File: src/rtl/mips_multicycle_control_if.sv
// Memory handshake between the multicycle control FSM and the shared
// instruction/data memory: address select, read/write requests and completion.
interface mips_multicycle_control_if;
  logic IorD;
  logic MemRead;
  logic MemWrite;
  logic MemReady;

  modport master (output IorD, output MemRead, output MemWrite, input MemReady);
  modport slave  (input IorD, input MemRead, input MemWrite, output MemReady);
endinterface

File: src/rtl/mips_multicycle_control.sv
// Multicycle MIPS control FSM with memory wait handshake and illegal-opcode pulse.
// Optional bne support is enabled by defining MIPS_MC_BNE_EN.
module mips_multicycle_control #(
  parameter int MEM_WAIT = 0,
  parameter int STATE_W  = 4
) (
  input  logic                      clk,
  input  logic                      reset,
  input  logic [5:0]                OpCode,
  mips_multicycle_control_if.master mem,
  output logic                      IRWrite,
  output logic                      PCWrite,
  output logic                      Branch,
  output logic                      BranchNe,
  output logic [1:0]                PCSrc,
  output logic                      ALUSrcA,
  output logic [1:0]                ALUSrcB,
  output logic [1:0]                ALUOp,
  output logic [1:0]                RegDst,
  output logic [1:0]                MemToReg,
  output logic                      RegWrite,
  output logic                      IllegalOp,
  output logic [STATE_W-1:0]        State
);

  localparam logic [5:0] OP_RTYPE = 6'b000000;
  localparam logic [5:0] OP_LW    = 6'b100011;
  localparam logic [5:0] OP_SW    = 6'b101011;
  localparam logic [5:0] OP_BEQ   = 6'b000100;
  localparam logic [5:0] OP_ADDI  = 6'b001000;
  localparam logic [5:0] OP_J     = 6'b000010;
  localparam logic [5:0] OP_JAL   = 6'b000011;
`ifdef MIPS_MC_BNE_EN
  localparam logic [5:0] OP_BNE   = 6'b000101;
`endif
  localparam logic [3:0] WAIT_INIT = 4'(MEM_WAIT);

  typedef enum logic [STATE_W-1:0] {
    S_FETCH, S_DECODE, S_MEMADR, S_MEMRD, S_MEMWB, S_MEMWR, S_EXEC,
    S_ALUWB, S_BRANCH, S_ADDIEX, S_ADDIWB, S_JUMP, S_JAL
`ifdef MIPS_MC_BNE_EN
    , S_BRANCHNE
`endif
  } state_e;

  typedef struct packed {
    logic       iord;
    logic       mem_read;
    logic       mem_write;
    logic       pc_write;
    logic       branch;
`ifdef MIPS_MC_BNE_EN
    logic       branch_ne;
`endif
    logic [1:0] pc_src;
    logic       alu_src_a;
    logic [1:0] alu_src_b;
    logic [1:0] alu_op;
    logic [1:0] reg_dst;
    logic [1:0] mem_to_reg;
    logic       reg_write;
  } ctrl_t;

  // Moore output bundle for a state; anything not named stays 0.
  function automatic ctrl_t moore_ctrl(input state_e s);
    ctrl_t c;
    c = '0;
    case (s)
      S_FETCH:  begin c.mem_read = 1'b1; c.alu_src_b = 2'b01; end
      S_DECODE: c.alu_src_b = 2'b11;
      S_MEMADR: begin c.alu_src_a = 1'b1; c.alu_src_b = 2'b10; end
      S_MEMRD:  begin c.iord = 1'b1; c.mem_read = 1'b1; end
      S_MEMWB:  begin c.mem_to_reg = 2'b01; c.reg_write = 1'b1; end
      S_MEMWR:  begin c.iord = 1'b1; c.mem_write = 1'b1; end
      S_EXEC:   begin c.alu_src_a = 1'b1; c.alu_op = 2'b10; end
      S_ALUWB:  begin c.reg_dst = 2'b01; c.reg_write = 1'b1; end
      S_BRANCH: begin
        c.alu_src_a = 1'b1; c.alu_op = 2'b01; c.pc_src = 2'b01; c.branch = 1'b1;
      end
      S_ADDIEX: begin c.alu_src_a = 1'b1; c.alu_src_b = 2'b10; end
      S_ADDIWB: c.reg_write = 1'b1;
      S_JUMP:   begin c.pc_src = 2'b10; c.pc_write = 1'b1; end
      S_JAL:    begin
        c.pc_src = 2'b10; c.pc_write = 1'b1; c.reg_dst = 2'b10;
        c.mem_to_reg = 2'b10; c.reg_write = 1'b1;
      end
`ifdef MIPS_MC_BNE_EN
      S_BRANCHNE: begin
        c.alu_src_a = 1'b1; c.alu_op = 2'b01; c.pc_src = 2'b01; c.branch_ne = 1'b1;
      end
`endif
      default:  c = '0;
    endcase
    return c;
  endfunction

  state_e     state_q, state_d;
  logic [3:0] cnt_q, cnt_d;
  ctrl_t      ctrl_q;
  logic       illegal_s;
  logic       enter_s;
  logic       done_s;
  logic       fetch_done_s;

  assign done_s       = (cnt_q == 4'd0) && mem.MemReady;
  assign fetch_done_s = (state_q == S_FETCH) && done_s;

  // Next-state selection and illegal-opcode detection.
  always_comb begin
    state_d   = state_q;
    illegal_s = 1'b0;
    case (state_q)
      S_FETCH: begin
        if (done_s) state_d = S_DECODE;
        else        state_d = S_FETCH;
      end
      S_DECODE: begin
        case (OpCode)
          OP_RTYPE:     state_d = S_EXEC;
          OP_LW, OP_SW: state_d = S_MEMADR;
          OP_BEQ:       state_d = S_BRANCH;
          OP_ADDI:      state_d = S_ADDIEX;
          OP_J:         state_d = S_JUMP;
          OP_JAL:       state_d = S_JAL;
`ifdef MIPS_MC_BNE_EN
          OP_BNE:       state_d = S_BRANCHNE;
`endif
          default: begin
            state_d   = S_FETCH;
            illegal_s = 1'b1;
          end
        endcase
      end
      S_MEMADR: begin
        if (OpCode == OP_SW) state_d = S_MEMWR;
        else                 state_d = S_MEMRD;
      end
      S_MEMRD: begin
        if (done_s) state_d = S_MEMWB;
        else        state_d = S_MEMRD;
      end
      S_MEMWR: begin
        if (done_s) state_d = S_FETCH;
        else        state_d = S_MEMWR;
      end
      S_EXEC:   state_d = S_ALUWB;
      S_ADDIEX: state_d = S_ADDIWB;
      default:  state_d = S_FETCH;
    endcase
  end

  // Wait counter reloads on entry to a memory state, else counts down to 0.
  always_comb begin
    enter_s = (state_d != state_q) && (state_d inside {S_FETCH, S_MEMRD, S_MEMWR});
    cnt_d   = cnt_q;
    if (enter_s)             cnt_d = WAIT_INIT;
    else if (cnt_q != 4'd0)  cnt_d = cnt_q - 4'd1;
    else                     cnt_d = cnt_q;
  end

  // State, wait counter and Moore outputs for the upcoming state.
  always_ff @(posedge clk) begin
    if (reset) begin
      state_q <= S_FETCH;
      cnt_q   <= WAIT_INIT;
      ctrl_q  <= moore_ctrl(S_FETCH);
    end else begin
      state_q <= state_d;
      cnt_q   <= cnt_d;
      ctrl_q  <= moore_ctrl(state_d);
    end
  end

  // Write strobes are forced low while reset is high so an abort writes nothing.
  assign mem.IorD     = ctrl_q.iord;
  assign mem.MemRead  = ctrl_q.mem_read;
  assign mem.MemWrite = ctrl_q.mem_write & ~reset;
  assign IRWrite      = fetch_done_s & ~reset;
  assign PCWrite      = (ctrl_q.pc_write | fetch_done_s) & ~reset;
  assign Branch       = ctrl_q.branch & ~reset;
`ifdef MIPS_MC_BNE_EN
  assign BranchNe     = ctrl_q.branch_ne & ~reset;
`else
  assign BranchNe     = 1'b0;
`endif
  assign PCSrc        = ctrl_q.pc_src;
  assign ALUSrcA      = ctrl_q.alu_src_a;
  assign ALUSrcB      = ctrl_q.alu_src_b;
  assign ALUOp        = ctrl_q.alu_op;
  assign RegDst       = ctrl_q.reg_dst;
  assign MemToReg     = ctrl_q.mem_to_reg;
  assign RegWrite     = ctrl_q.reg_write & ~reset;
  assign IllegalOp    = illegal_s & ~reset;
  assign State        = state_q;

endmodule

File: src/flat_wrapper.sv
// flat-port wrapper written by rule: the top's interface ports become plain ports
module mips_multicycle_control_flat 
#(
  parameter int MEM_WAIT = 0,
  parameter int STATE_W  = 4
)
  (clk, reset, OpCode, IRWrite, PCWrite, Branch, BranchNe, PCSrc, ALUSrcA, ALUSrcB, ALUOp, RegDst, MemToReg, RegWrite, IllegalOp, State, mem_IorD, mem_MemRead, mem_MemWrite, mem_MemReady);
  mips_multicycle_control_if mem_i ();
  input  logic clk;
  input  logic reset;
  input  logic [5:0] OpCode;
  output logic IRWrite;
  output logic PCWrite;
  output logic Branch;
  output logic BranchNe;
  output logic [1:0] PCSrc;
  output logic ALUSrcA;
  output logic [1:0] ALUSrcB;
  output logic [1:0] ALUOp;
  output logic [1:0] RegDst;
  output logic [1:0] MemToReg;
  output logic RegWrite;
  output logic IllegalOp;
  output logic [STATE_W-1:0] State;
  output wire logic [$bits(mem_i.IorD)-1:0] mem_IorD;
  output wire logic [$bits(mem_i.MemRead)-1:0] mem_MemRead;
  output wire logic [$bits(mem_i.MemWrite)-1:0] mem_MemWrite;
  input wire logic [$bits(mem_i.MemReady)-1:0] mem_MemReady;
  assign mem_IorD = mem_i.IorD;
  assign mem_MemRead = mem_i.MemRead;
  assign mem_MemWrite = mem_i.MemWrite;
  assign mem_i.MemReady = mem_MemReady;
  mips_multicycle_control #(.MEM_WAIT(MEM_WAIT), .STATE_W(STATE_W)) u_core (.clk(clk), .reset(reset), .OpCode(OpCode), .mem(mem_i), .IRWrite(IRWrite), .PCWrite(PCWrite), .Branch(Branch), .BranchNe(BranchNe), .PCSrc(PCSrc), .ALUSrcA(ALUSrcA), .ALUSrcB(ALUSrcB), .ALUOp(ALUOp), .RegDst(RegDst), .MemToReg(MemToReg), .RegWrite(RegWrite), .IllegalOp(IllegalOp), .State(State));
endmodule
File: config.mk
export PLATFORM = sky130hd
export DESIGN_NAME = mips_multicycle_control_flat
export DESIGN_NICKNAME = d
export VERILOG_FILES = /design/src/rtl/mips_multicycle_control_if.sv /design/src/rtl/mips_multicycle_control.sv /design/src/flat_wrapper.sv
export SDC_FILE = /design/constraint.sdc
export NUM_CORES = 1
export LEC_CHECK = 0
export ABC_AREA = 1
export BUFFER_PORTS_ARGS = -buffer_cell sky130_fd_sc_hd__buf_2
export CORE_MARGIN = 1
export CORE_UTILIZATION = 29
export CTS_CLUSTER_DIAMETER = 100
export CTS_CLUSTER_SIZE = 30
export DETAILED_ROUTE_END_ITERATION = 16
export MAX_ROUTING_LAYER = met4
export REMOVE_ABC_BUFFERS = 1
export SLEW_MARGIN = 20
export SYNTH_ARGS = -nofsm -noshare
export SYNTH_HDL_FRONTEND = slang
export SYNTH_SLANG_ARGS = --single-unit
File: constraint.sdc
create_clock -name clk -period 1.7 [get_ports clk]
set_input_delay 0 -clock clk [delete_from_list [all_inputs] [get_ports clk]]
set_output_delay 0 -clock clk [all_outputs]
set_load 0.02 [all_outputs]
# --- After elaboration in Yosys (flattened, before gate mapping) ---
# Index checks and enable logic that the tools add are counted.
op_classes:
  n_reduce_logical: 18
  mux: 20
  eq_ne: 25
  n_bitwise: 8
  addsub: 1
ops:
  columns: ["op", "n"]
  rows:
  - ["one-hot mux 4 bit (7 select lines)", 1]
  - ["equality test 4 x 3 -> 1 bit (second input constant)", 6]
  - ["equality test 4 bit (second input constant)", 6]
  - ["one-hot mux 4 bit (6 select lines)", 1]
  - ["equality test 4 x 2 -> 1 bit (second input constant)", 4]
  - ["one-hot mux 2 bit (2 select lines)", 4]
  - ["equality test 6 x 2 -> 1 bit (second input constant)", 2]
  - ["equality test 6 bit (second input constant)", 2]
  - ["zero test 4 bit", 3]
  - ["OR reduction 2 bit", 6]
  - ["2-to-1 mux 1 bit", 10]
  - ["2-to-1 mux 3 bit", 3]
  - ["equality test 4 x 1 -> 1 bit (second input constant)", 2]
  - ["OR reduction 4 bit", 2]
  - ["OR reduction 7 bit", 1]
  - ["AND 1 bit", 6]
  - ["equality test 6 x 3 -> 1 bit (second input constant)", 1]
  - ["equality test 6 x 4 -> 1 bit (second input constant)", 1]
  - ["zero test 6 bit", 1]
  - ["one-hot mux 2 bit (3 select lines)", 1]
  - ["!= test 4 bit", 1]
  - ["nonzero test 4 bit", 1]
  - ["subtractor 4 x 1 -> 4 bit (second input constant)", 1]
  - ["logical AND 1 bit", 3]
  - ["3 further kinds", 3]
word_totals:
  register_bits: 25
  output_inout_bits: 24
  inputBits: 9

# --- Longest topological paths before layout ---
# Gate-level depths: netlist of run 1.
logic_depth:
  ltp_word: 8
  ltp_mapped: 14

# --- Worst setup path after synthesis of run 1 ---
# OpenSTA, ideal clock, no wires.
synth_path:
  kind: "register to register"
  from: "reg u_core.state_q[0] (netlist: u_core.State[0])"
  to: "reg u_core.cnt_q[1]"
  synth_period_minus_slack_ns: 1.609
  required_ns: 1.581
  path_slack_ns: 0.091
  path_buffers: 0
  stages_incl_launch_ff: 12
  arrival_time_ns: 1.490
  path_cell_list: "dfxtp_1 -> inv_1 -> nand2_1 -> nor2_2 -> inv_1 -> nand3_2 -> nor2_4 -> inv_4 -> nor2_4 -> nand2_2 -> nand3_2 -> a21oi_1"
synth_between:
  elab_chain_cells: 6
  elab_cells_between_ends: 15
synth_lines:
  columns: ["element", "line", "rtl"]
  rows:
  - ["start: declaration", "mips_multicycle_control.sv:97", "state_e state_q, state_d;"]
  - ["start signal: assignment", "mips_multicycle_control.sv:168", "state_q <= state_d;"]
  - ["equality test 4 bit (tied with other cells)", "mips_multicycle_control.sv:112", "case (state_q)"]
  - ["one-hot mux 4 bit (7 select lines)", "mips_multicycle_control.sv:112", null]
  - ["equality test 4 x 2 -> 1 bit (tied with other cells)", "mips_multicycle_control.sv:154", "enter_s = (state_d != state_q) && (state_d inside {S_FETCH, S_MEMRD, S_MEMWR});"]
  - ["nonzero test 3 bit", "mips_multicycle_control.sv:154", null]
  - ["logical AND 1 bit (*)", "mips_multicycle_control.sv:154", null]
  - ["OR reduction 2 bit (no line) (*)", null, null]
  - ["end signal: assignment", "mips_multicycle_control.sv:169", "cnt_q <= cnt_d;"]
  - ["end: declaration", "mips_multicycle_control.sv:98", "logic [3:0] cnt_q, cnt_d;"]
# Every way passes the cells marked *; elsewhere a longest branch is shown, timed or not.
# A chain may end at the register's enable or synchronous reset.

# --- Worst setup path in the final report of run 1 ---
layout_path:
  from: "reg u_core.cnt_q[0]"
  to: "reg u_core.cnt_q[1]"
layout_between:
  elab_chain_cells: 8
  elab_cells_between_ends: 15
layout_lines:
  columns: ["element", "line", "rtl"]
  rows:
  - ["zero test 4 bit", "mips_multicycle_control.sv:105", "assign done_s = (cnt_q == 4'd0) && mem.MemReady;"]
  - ["logical AND 1 bit", "mips_multicycle_control.sv:105", null]
  - ["2-to-1 mux 3 bit (tied with other cells)", "mips_multicycle_control.sv:143", "if (done_s) state_d = S_FETCH;"]
  - ["one-hot mux 4 bit (7 select lines)", "mips_multicycle_control.sv:112", null]
  - ["equality test 4 x 2 -> 1 bit (tied with other cells)", "mips_multicycle_control.sv:154", null]
  - ["nonzero test 3 bit", "mips_multicycle_control.sv:154", null]
  - ["logical AND 1 bit", "mips_multicycle_control.sv:154", null]
  - ["OR reduction 2 bit (no line)", null, null]
# Several ways; a longest one is shown, not always the timed one.

==> results of run 1 <==
## cells by family (layout without fill, tap and decap cells)
group / count (synthesis) / after routing / share of synthesized area
AND/OR/NAND/NOR: 125 / 125 / 0.4319
buffers and inverters: 48 / 83 / 0.1621
flip-flops: 22 / 22 / 0.3134
AO/OA/AOI/OAI: 16 / 16 / 0.05966
adder cells (fa/ha/maj): 2 / 2 / 0.01781
XOR/XNOR: 2 / 2 / 0.01247
other: 1 / 1 / 0.002669
## sequential cells by signal, summed over array words and instances, names as in the netlist
signal              count
u_core.RegDst           2
u_core.mem.IorD         1
u_core.MemToReg         1
u_core.cnt_q            4
u_core.ALUSrcA          1
u_core.ctrl_q           3
u_core.State            4
u_core.mem.MemRead      1
u_core.ALUOp            2
u_core.PCSrc            1
u_core.ALUSrcB          2
## cells in the final DEF (no fill, tap or decap), types with 2 or more instances in the layout
master    Yosys  final
a21oi_1       7      4
a21oi_2       1      4
buf_2         0     31
buf_4        12     13
clkbuf_8      0      4
dfxtp_1      22     16
dfxtp_2       0      5
inv_1        32     29
inv_2         2      5
nand2_1      43     36
nand2_2       6     11
nand2_4       1      3
nand3_1      14     14
nand3_4       0      4
nand4_1       2      2
nor2_1       38     31
nor2_2        7     10
nor2_4        5      9
nor3_1        3      2
nor3_2        1      2
o21ai_0       6      3
o21ai_1       2      4
xor2_1        2      2
## repair_timing
action,CTS,global route
gates resized for setup,2,42
pin swaps,1,6
setup buffers,0,4
endpoints found under the setup margin,5,17
gates cloned,0,0
## how the worst max path moves through the flow
stage          slack (ns)       startpoint  cells after the start              end
2_1_floorplan        0.09  u_core.State[0]                     11  u_core.cnt_q[1]
3_3_place_gp        -0.02  u_core.State[0]                     13   u_core.ALUSrcA
3_5_place_dp        -0.03  u_core.State[0]                     13   u_core.ALUSrcA
4_1_cts              0.02  u_core.cnt_q[1]                     13   u_core.ALUSrcA
5_1_grt             -0.07  u_core.cnt_q[0]                     11  u_core.cnt_q[1]
6_report             0.03  u_core.cnt_q[0]                     11  u_core.cnt_q[1]
## routing by layer
layer	vias up	global-route usage	part of all wire
li1	711	-	-
met1	587	0.1623	0.46
met2	31	0.2170	0.49
met3	5	0.03657	0.043
met4	0	0.02614	0.010
met5	-	-	0
## power by group through the flow
| stage | registers (W) | logic [W] | clock network, W |
|---|---|---|---|
| 6_report | 0.000620 | 0.000815 | 0.000381 |
| 5_1_grt | 0.000627 | 0.000897 | 0.000407 |
| 4_1_cts | 0.000612 | 0.000663 | 0.000391 |
| 3_5_place_dp | 0.000623 | 0.000654 | 0 |
| 3_3_place_gp | 0.000622 | 0.000649 | 0 |
| 2_1_floorplan | 0.000648 | 0.000426 | 0 |
## cell type report
class	instances	area (um^2)
inverter	35	133.9
fill	473	2683
timing repair buffer	44	252.7
sequential	22	450.4
multi-input combinational	146	864.6
tap	52	65.06
clock buffer	4	55.05
## through the flow
stage          std cells  utilization  hold slack, ns  TNS (ns)  power, W
2_1_floorplan        203            -         0.06907         0  0.001074
3_3_place_gp         295       0.3550          0.3868  -0.05276  0.001272
3_5_place_dp         295       0.3550          0.3912  -0.04686  0.001277
4_1_cts              299       0.3681          0.1108         0  0.001667
5_1_grt              303       0.4044          0.1349   -0.4491  0.001931
6_report             303       0.4044          0.1148         0  0.001815
## worst reg2reg max path: stages (launching register included)
cell and delay [ns]:
dfxtp_2 0.33, inv_2 0.08, ha_4 0.15, nand3_4 0.14, nand2_4 0.13, nand3_4 0.09, nor2_4 0.19, inv_4 0.06
nor2_4 0.15, nand2_2 0.09, nand3_4 0.09, a21oi_2 0.06
==> results by group, run 1 <==
Clocking
  • Number of clock sinks: 22
  • Worst skew pair latency: 0.27 ns
  • Cts hold-fix bufs: 0
  • TritonCTS clock tree: built
  • H-Tree Depth: 1
  • Clock slew at reported path FFs: 0.08 ns
  • Maximum root-to-sink buffer count: 2
  • CTS Buf Count: 3
  • Root Buffer: clkbuf_8

Finish
  • # nets final: 263
  • Post-route cell area: 0.001822 mm^2
  • Share of cells above drive strength 1: 0.4223
  • Area growth syn-to-layout: 29.65%
  • ANT cells: 0

Setup path
  • Register-to-Register Path Depth: 11
  • Worst Setup End Kind: register
  • Most used cell, CP: nand3_4
  • WS Path Type: reg -> reg
  • Req. time, crit path: 1.85 ns
  • Slowest CP cell: dfxtp_2
  • Worst setup SP type: register
  • Reg-to-reg setup timing slack: 0.03 ns
  • Critical-path cell list: inv_2 -> ha_4 -> nand3_4 -> nand2_4 -> nand3_4 -> nor2_4 -> inv_4 -> nor2_4 -> nand2_2 -> nand3_4 -> a21oi_2
  • R2R Path Start: u_core.cnt_q[0]
  • Worst-path fanout max: 6
  • CP arrival: 1.83 ns
  • Slowest cell delay on critical path: 0.33 ns
  • Worst path bufs/invs: 2
  • CP top delay family: simple AND/OR/NAND/NOR gates
  • R2r endpoint: u_core.cnt_q[1]

Power and ir drop
  • Power per cell area: 996.5 mW/mm^2
  • Psw: 0.0007099 W
  • Seq pwr share: 0.341
  • Leakage: 0.9547 nW
  • Sw Share: 0.3910
  • Pint: 0.001106 W
  • VDD IR-drop max: 0.0004589 V
  • Clock network fraction of total power: 0.210
  • Comb pwr share: 0.449

Global routing
  • Grt ovf: 0
  • Initial antenna violation count: 0
  • Vias in the first global route: 1183
  • First-pass GRT wire length: 5175 um
  • Largest net degree at the start of global routing: 18
  • Total GRT Usage: 0.1319

Synth
  • Cell accounting for the most synthesized area: dfxtp_1
  • Synth Flop Type: dfxtp_1
  • Count leader, synth: nand2_1
  • Syn avg cell area: 6.505 um^2
  • Cell count after synthesis: 216
  • Synth cell types: 25
  • Synth top area share: 0.3134
  • Top post-synthesis cells by area: dfxtp_1, nand2_1, nor2_1
  • Ys Warns: 0
  • Seq/Total Area, Yosys: 0.3134
  • Seq cells post-synth: 22
  • Most frequent cells after synthesis: nand2_1, nor2_1, inv_1
  • Mapped cell area: 0.001405 mm^2
  • Asr flop ratio synth: 0
  • Post-synth EDFFs: 0

Timing
  • RSZ-0062 raised after global routing: true
  • Setup WS post-layout: 0.02598 ns
  • Clock Skew: 0.003638 ns
  • Pins over their slew limit: 0
  • Final hold vios: 0
  • Crit share post-route: 0.9847
  • Fmax: 597.4 MHz
  • Final min period: 1.674 ns
  • Setup Viol. Count Final: 0

Floorplan
  • Core area: 0.004504 mm^2
  • Die Wd: 71.61 um
  • Die Area: 0.005127 mm^2
  • I/O Pins: 33
  • Initial Util: 0.3119
  • Num rows: 24
  • Die Y: 71.61 um

Routing
  • DR WL/cell: 10.93 um
  • Antenna-violating nets left: 0
  • DR vias: 1334
  • Initial DRC Count: 34
  • Remaining DRCs: 0
  • Routed WL: 3311 um
  • 1st-pass router iterations: 4
  • Avg Vias per Cell: 4.403

Placed design
  • Place WS: -0.03300 ns
  • DP HPWL: 2435 um
  • Gpl congestion: 0.8794
  • Area after DPL: 0.001599 mm^2
  • # port buffers: 31

Flow run
  • Max-Cap Viols: 0

Status
  • Outcome: finished, final reports clean

Hold path
  • Hold Path Class: in -> reg
  • Min-Delay Startpoint: reset
  • Hold depth: 2
  • Hold endpoint: u_core.ctrl_q[14]
Power figures use the tool's default switching activity.
==> run 2, diff against run 1 <==
--- a/config.mk
+++ b/config.mk
@@ -5,7 +5,6 @@
 export SDC_FILE = /design/constraint.sdc
 export NUM_CORES = 1
 export LEC_CHECK = 0
-export ABC_AREA = 1
 export BUFFER_PORTS_ARGS = -buffer_cell sky130_fd_sc_hd__buf_2
 export CORE_MARGIN = 1
 export CORE_UTILIZATION = 29
==> run 2 against run 1 <==
- final cell count is 7.6% lower
- setup slack lost 0.48 ns
- the run now ends with setup timing left
- sequential cell count is the same
- first-iteration DRC count rose to 3.3 times the previous value
- fmax is 22% lower
- global-route usage grew 2.8 points
- hold slack better by 0.068 ns
- design area is 18% higher
- power increased by 28%
- via count is 5.1% higher
- clock skew shrank 0.0012 ns
==> results by group, run 2 <==
Hold path
  • Hold Path Class: in -> reg (unchanged)
  • Hold endpoint: u_core.RegDst[0] (was u_core.ctrl_q[14])
  • Hold depth: 2 (unchanged)
  • Min-Delay Startpoint: reset (unchanged)

Finish
  • Share of cells above drive strength 1: 0.5833 (was 0.4223)
  • Commonest cells after routing, fill and taps aside: buf_4, buf_2, dfxtp_1, nor2_1, buf_6 (was nand2_1, nor2_1, buf_2, inv_1, dfxtp_1)
  • Final core utilization: 0.4887 (was 0.4044)
  • ANT cells: 0 (unchanged)
  • Fill count: 402 (was 473)
  • Most common cell after layout, fill and taps aside: buf_4 (was nand2_1)
  • # nets final: 240 (was 263)
  • Area growth syn-to-layout: 60.07% (was 29.65%)

Global routing
  • First-pass GRT wire length: 6196 um (was 5175 um)
  • Largest net degree at the start of global routing: 23 (was 18)
  • Vias in the first global route: 1353 (was 1183)
  • Grt ovf: 0 (unchanged)
  • Total GRT Usage: 0.1597 (was 0.1319)
  • Initial antenna violation count: 0 (unchanged)

Clocking
  • H-Tree Depth: 1 (unchanged)
  • Root Buffer: clkbuf_8 (unchanged)
  • CTS Buf Count: 3 (unchanged)
  • Number of clock sinks: 22 (unchanged)
  • TritonCTS clock tree: built (unchanged)
  • Worst skew pair latency: 0.26 ns (was 0.27 ns)
  • Clock slew at reported path FFs: 0.08 ns (about the same)
  • Maximum root-to-sink buffer count: 2 (unchanged)

Synth
  • Simple logic cell fraction of the synthesized area: 0.2981 (was 0.4319)
  • Synth Area in Adders: 0.01857 (was 0.01781)
  • Synth Flop Type: dfxtp_1 (unchanged)
  • Count leader, synth: dfxtp_1 (was nand2_1)
  • Compound-cell area share of the yosys netlist: 0.2145 (was 0.05966)
  • Ys Warns: 0 (unchanged)
  • Most frequent cells after synthesis: dfxtp_1, nor2_1, buf_4 (was nand2_1, nor2_1, inv_1)
  • XOR/XNOR share of the synthesized area: 0.02600 (was 0.01247)
  • Seq/Total Area, Yosys: 0.3268 (was 0.3134)
  • Cell accounting for the most synthesized area: dfxtp_1 (unchanged)
  • Asr flop ratio synth: 0 (unchanged)
  • Cell count after synthesis: 164 (was 216)
  • Synth top area share: 0.3268 (was 0.3134)
  • Syn avg cell area: 8.217 um^2 (was 6.505 um^2)
  • Post-synth EDFFs: 0 (unchanged)
  • Largest family of logic cells by synthesized area: simple AND/OR/NAND/NOR gates (unchanged)
  • Mapped cell area: 0.001348 mm^2 (was 0.001405 mm^2)
  • Mux cell area share after synthesis: 0 (unchanged)
  • Seq cells post-synth: 22 (unchanged)
  • Synth cell types: 49 (was 25)
  • Top post-synthesis cells by area: dfxtp_1, buf_4, nor2_1 (was dfxtp_1, nand2_1, nor2_1)

Setup path
  • R2r endpoint: u_core.ALUSrcB[1] (was u_core.cnt_q[1])
  • Reg-to-reg setup timing slack: -0.45 ns (was 0.03 ns)
  • R2R Path Start: u_core.cnt_q[1] (was u_core.cnt_q[0])
  • Register-to-Register Path Depth: 8 (was 11)
  • CP startpoint: u_core.cnt_q[1] (was u_core.cnt_q[0])
  • Req. time, crit path: 1.89 ns (was 1.85 ns)
  • CP arrival: 2.34 ns (was 1.83 ns)
  • Worst Setup End Kind: register (unchanged)
  • Worst setup SP type: register (unchanged)
  • WS Path Type: reg -> reg (unchanged)
  • Worst-path fanout max: 5 (was 6)

Floorplan
  • Num rows: 24 (unchanged)
  • Die Y: 70.17 um (was 71.61 um)
  • Initial Util: 0.3053 (was 0.3119)
  • Die Area: 0.004923 mm^2 (was 0.005127 mm^2)
  • I/O Pins: 33 (unchanged)
  • Core area: 0.004414 mm^2 (was 0.004504 mm^2)
  • Die Wd: 70.17 um (was 71.61 um)

Routing
  • 1st-pass router iterations: 4 (unchanged)
  • Routed WL: 3875 um (was 3311 um)
  • DR WL/cell: 13.84 um (was 10.93 um)
  • Initial DRC Count: 112 (was 34)
  • Remaining DRCs: 0 (unchanged)
  • DR vias: 1402 (was 1334)
  • Antenna-violating nets left: 0 (unchanged)
  • Avg Vias per Cell: 5.007 (was 4.403)

Placed design
  • Gpl congestion: 0.8291 (was 0.8794)
  • # port buffers: 31 (unchanged)
  • DP HPWL: 2483 um (was 2435 um)

Timing
  • Fmax: 464.2 MHz (was 597.4 MHz)
  • Crit share post-route: 1.267 (was 0.9847)
  • RSZ-0062 raised after global routing: true (unchanged)
  • Rel. slew slack: 0.6167
  • Worst-margin pin slew: 0.5697 ns
  • Pins over their slew limit: 0 (unchanged)
  • Final hold vios: 0 (unchanged)
  • Clock Skew: 0.002436 ns (was 0.003638 ns)
  • Setup WS post-layout: -0.4542 ns (was 0.02598 ns)
  • Final min period: 2.154 ns (was 1.674 ns)
  • Setup Viol. Count Final: 20 (was 0)

Power and ir drop
  • VDD IR-drop max: 0.0004871 V (was 0.0004589 V)
  • Power per cell area: 1081 mW/mm^2 (was 996.5 mW/mm^2)
  • Leakage: 0.9119 nW (was 0.9547 nW)
  • PnR Total Power: 0.002332 W (was 0.001815 W)

Status
  • Outcome: finished with violations (was finished, final reports clean)
  • Failing checks: setup timing

Flow run
  • Max-Cap Viols: 0 (unchanged)
-- run 2: what timing repair did --
action | 4_1_cts | 5_1_grt
pin swaps | 22 | 17
endpoints found under the setup margin | 22 | 23
gates resized for setup | 34 | 37
buffers inserted | 8 | 8
hold buffers | 0 | 0
-- run 2: report_power, final --
group / switching (W) / total, W / internal, W
clock network: 0.000166 / 0.000373 / 0.000207
registers: 0.0000431 / 0.000623 / 0.000580
logic: 0.000644 / 0.00134 / 0.000692
total: 0.000853 / 0.00233 / 0.00148
-- run 2: layer usage --
metal	GRT usage	wire, um	up-vias
li1	-	-	707
met1	0.2021	1697	662
met2	0.2639	1956	31
met3	0.04329	210	2
met4	0.01556	11	0
met5	-	0	-
-- run 2: final cells by class --
cell class | count | area (um^2) | area share
flip-flops and latches | 22 | 445.4 | 0.2065
clock buffers | 4 | 55.05 | 0.02552
multi-input cells | 116 | 984.7 | 0.4565
repair buffers | 82 | 591.8 | 0.2744
well taps | 52 | 65.06 | 0.03016
inverters | 4 | 15.01 | 0.006961
-- run 2: kinds of logic (layout without fill, tap and decap cells) --
family	after synthesis	count (layout)
XOR/XNOR	4	4
adder cells (fa/ha/maj)	2	2
AO/OA/AOI/OAI	40	40
AND/OR/NAND/NOR	69	69
other	1	1
buffers and inverters	26	90
flip-flops	22	22
-- run 2: worst max path at each step --
stage / end / slack (ns)
after floorplan: u_core.ALUSrcB[1] / -0.63
after global placement: u_core.cnt_q[2] / -0.60
after detailed placement: u_core.cnt_q[1] / -0.69
after CTS: u_core.ALUSrcB[1] / -0.42
after global routing: u_core.cnt_q[3] / -0.54
final: u_core.ALUSrcB[1] / -0.45
-- run 2: critical path, cell delays in order, from the launching register on --
cell	delay, ns
dfxtp_2	0.33
inv_2	0.08
ha_4	0.14
nand4bb_1	0.14
and4_4	0.19
a2111oi_4	0.45
buf_4	0.20
or3b_4	0.37
a31oi_1	0.19
-- run 2: metrics by stage --
step | setup slack [ns] | setup TNS, ns | hold slack (ns) | cell area (um^2) | std cells
detailed placement | -0.6857 | -8.969 | 0.4140 | 1730 | 265
global placement | -0.6013 | -8.153 | 0.4089 | 1730 | 265
finish | -0.4542 | -5.011 | 0.1827 | 2157 | 280
floorplan | -0.6305 | -7.336 | 0.06907 | 1210 | 142
global route | -0.5427 | -6.952 | 0.2092 | 2157 | 280
CTS | -0.4189 | -4.591 | 0.1473 | 1984 | 277
==> run 3, diff against run 2 <==
--- a/config.mk
+++ b/config.mk
@@ -6,12 +6,15 @@
 export NUM_CORES = 1
 export LEC_CHECK = 0
 export BUFFER_PORTS_ARGS = -buffer_cell sky130_fd_sc_hd__buf_2
-export CORE_MARGIN = 1
-export CORE_UTILIZATION = 29
+export CELL_PAD_IN_SITES_DETAIL_PLACEMENT = 2
+export CELL_PAD_IN_SITES_GLOBAL_PLACEMENT = 2
+export CORE_ASPECT_RATIO = 0.9
+export CORE_UTILIZATION = 27
 export CTS_CLUSTER_DIAMETER = 100
 export CTS_CLUSTER_SIZE = 30
 export DETAILED_ROUTE_END_ITERATION = 16
 export MAX_ROUTING_LAYER = met4
+export PLACE_DENSITY_LB_ADDON = 0.1
 export REMOVE_ABC_BUFFERS = 1
 export SLEW_MARGIN = 20
 export SYNTH_ARGS = -nofsm -noshare
==> run 3 against run 2 <==
- the run still ends with setup timing left
- clock power rose by 34%
- clock skew rose by 0.0030 ns
- design area rose by 7.9%
- count of clock-buffer cells in the layout fell by 1
- critical path type unchanged
- critical path depth fell by 2
- largest cell class unchanged
- non-clock buffer count rose by 15
==> results by group, run 3 (same netlist as run 2, synthesis figures left out) <==
Power and ir drop
  • VDD IR-drop max: 0.0005901 V (was 0.0004871 V)
  • Comb pwr share: 0.552 (was 0.573)
  • Psw: 0.0009629 W (was 0.0008534 W)
  • Power per cell area: 1080 mW/mm^2 (was 1081 mW/mm^2)
  • Sw Share: 0.3831 (was 0.3660)
  • Leakage: 1.010 nW (was 0.9119 nW)
  • Clock network fraction of total power: 0.198 (was 0.160)
  • Seq pwr share: 0.250 (was 0.267)
  • Pint: 0.001551 W (was 0.001478 W)

Global routing
  • Grt ovf: 0 (unchanged)
  • Total GRT Usage: 0.2062 (was 0.1597)
  • First-pass GRT wire length: 8369 um (was 6196 um)
  • Initial antenna violation count: 0 (unchanged)
  • Vias in the first global route: 1626 (was 1353)
  • Largest net degree at the start of global routing: 23 (unchanged)

Setup path
  • Worst Setup End Kind: register (unchanged)
  • Worst-path fanout max: 5 (unchanged)
  • Critical-path cell list: or4b_4 -> a211oi_4 -> a2111oi_4 -> nand3b_1 -> or3b_1 -> a31oi_1 (was inv_2 -> ha_4 -> nand4bb_1 -> and4_4 -> a2111oi_4 -> buf_4 -> or3b_4 -> a31oi_1)
  • CP top delay family: simple AND/OR/NAND/NOR gates (unchanged)
  • Slowest CP cell: or4b_4 (was a2111oi_4)
  • CP arrival: 2.38 ns (was 2.34 ns)
  • Slowest cell delay on critical path: 0.62 ns (was 0.45 ns)
  • WS Path Type: reg -> reg (unchanged)
  • Req. time, crit path: 1.89 ns (about the same)
  • Worst setup SP type: register (unchanged)
  • Worst path bufs/invs: 0 (was 2)

Clocking
  • Clock slew at reported path FFs: 0.09 ns (was 0.08 ns)
  • Number of clock sinks: 22 (unchanged)
  • TritonCTS clock tree: built (unchanged)
  • Worst skew pair latency: 0.26 ns (about the same)
  • Root Buffer: clkbuf_8 (unchanged)
  • Maximum root-to-sink buffer count: 2 (unchanged)
  • CTS Buf Count: 3 (unchanged)
  • Cts hold-fix bufs: 0 (unchanged)
  • H-Tree Depth: 1 (unchanged)

Routing
  • DR WL/cell: 22.03 um (was 13.84 um)
  • Routed WL: 6785 um (was 3875 um)
  • Antenna-violating nets left: 0 (unchanged)
  • Avg Vias per Cell: 5.133 (was 5.007)
  • Initial DRC Count: 46 (was 112)
  • 1st-pass router iterations: 4 (unchanged)
  • Remaining DRCs: 0 (unchanged)
  • DR vias: 1581 (was 1402)

Finish
  • Share of cells above drive strength 1: 0.6173 (was 0.5833)
  • Most common cell after layout, fill and taps aside: buf_4 (unchanged)
  • Commonest cells after routing, fill and taps aside: buf_4, buf_2, dfxtp_1, nor2_1, buf_6 (unchanged)
  • ANT cells: 0 (unchanged)
  • Area growth syn-to-layout: 72.79% (was 60.07%)
  • # nets final: 255 (was 240)
  • Fill count: 523 (was 402)
  • Post-route cell area: 0.002328 mm^2 (was 0.002157 mm^2)

Timing
  • Crit share post-route: 1.286 (was 1.267)
  • Fmax: 457.4 MHz (was 464.2 MHz)
  • Pins over their slew limit: 0 (unchanged)
  • Final hold vios: 0 (unchanged)
  • Final setup TNS: -7.067 ns (was -5.011 ns)
  • Rel. slew slack: 0.5877 (was 0.6167)
  • RSZ-0062 raised after global routing: true (unchanged)
  • Hold Slack: 0.2320 ns (was 0.1827 ns)
  • Setup Viol. Count Final: 22 (was 20)
  • Setup WS post-layout: -0.4863 ns (was -0.4542 ns)
  • Final min period: 2.186 ns (was 2.154 ns)
  • Worst-margin pin slew: 0.6185 ns (was 0.5697 ns)
  • Clock Skew: 0.005426 ns (was 0.002436 ns)

Placed design
  • Area after DPL: 0.001777 mm^2 (was 0.001730 mm^2)
  • # port buffers: 31 (unchanged)
  • DP HPWL: 3490 um (was 2483 um)
  • Gpl congestion: 0.8493 (was 0.8291)

Flow run
  • Max-Cap Viols: 0 (unchanged)

Floorplan
  • Die Y: 69.02 um (was 70.17 um)
  • Initial Util: 0.2787 (was 0.3053)
  • Die Wd: 76.47 um (was 70.17 um)
  • Die Area: 0.005278 mm^2 (was 0.004923 mm^2)
  • I/O Pins: 33 (unchanged)
  • Core area: 0.004835 mm^2 (was 0.004414 mm^2)
  • Num rows: 24 (unchanged)

Status
  • Outcome: finished with violations (unchanged)
  • Failing checks: setup timing (unchanged)

Hold path
  • Hold Path Class: in -> reg (unchanged)
[run 3: cell types whose count changed in the layout (fill, tap and decap cells not counted), moves of 2 or more]
cell,delta
a21boi_1,+2
a21boi_2,-2
buf_4,+17
buf_6,-3
[run 3: final timing paths]
| check | from | to | slack [ns] | depth (start not counted) |
|---|---|---|---|---|
| worst max-delay path | u_core.State[2] | u_core.ALUSrcB[1] | -0.49 | 6 |
| worst min-delay path | reset | u_core.mem.IorD | 0.23 | 2 |
| worst max register to register | u_core.State[2] | u_core.ALUSrcB[1] | -0.49 | 6 |
| worst min register to register | u_core.cnt_q[1] | u_core.cnt_q[1] | 0.65 | 3 |
[run 3: layout make-up]
class	instances	area (um^2)	share of cell area
clock inverter	1	30.03	0.01290
multi-input combinational	116	1015	0.4358
clock buffer	3	41.29	0.01773
inverter	4	15.01	0.006448
sequential	22	445.4	0.1913
timing repair buffer	97	700.7	0.3009
tap	65	81.33	0.03493
[run 3: repair_timing]
item,4_1_cts,5_1_grt
resized for setup,33,40
endpoints found under the hold margin,0,0
buffers inserted,10,20
setup endpoints to repair,24,23
pin swaps,23,20
[run 3: per-layer routing]
metal | wire [um] | track usage
met1 | 2790 | 0.2453
met2 | 3633 | 0.3744
met4 | 174 | 0.02564
met3 | 186 | 0.03179
met5 | 0 | -
[run 3: through the flow]
stage | util | setup slack, ns | cells | power, W
3_3_place_gp | 0.3675 | -0.6262 | 282 | 0.001547
6_report | 0.4816 | -0.4863 | 308 | 0.002514
4_1_cts | 0.4172 | -0.4358 | 292 | 0.002279
3_5_place_dp | 0.3675 | -0.7614 | 282 | 0.001593
2_1_floorplan | - | -0.6305 | 142 | 0.001138
5_1_grt | 0.4816 | -0.5642 | 308 | 0.002636
[run 3: power groups by stage]
stage	sequential (W)	clock (W)	combinational, W
floorplan	0.000670	0	0.000468
global placement	0.000617	0	0.000930
detailed placement	0.000620	0	0.000974
CTS	0.000620	0.000501	0.00116
finish	0.000628	0.000499	0.00139
global route	0.000631	0.000525	0.00148
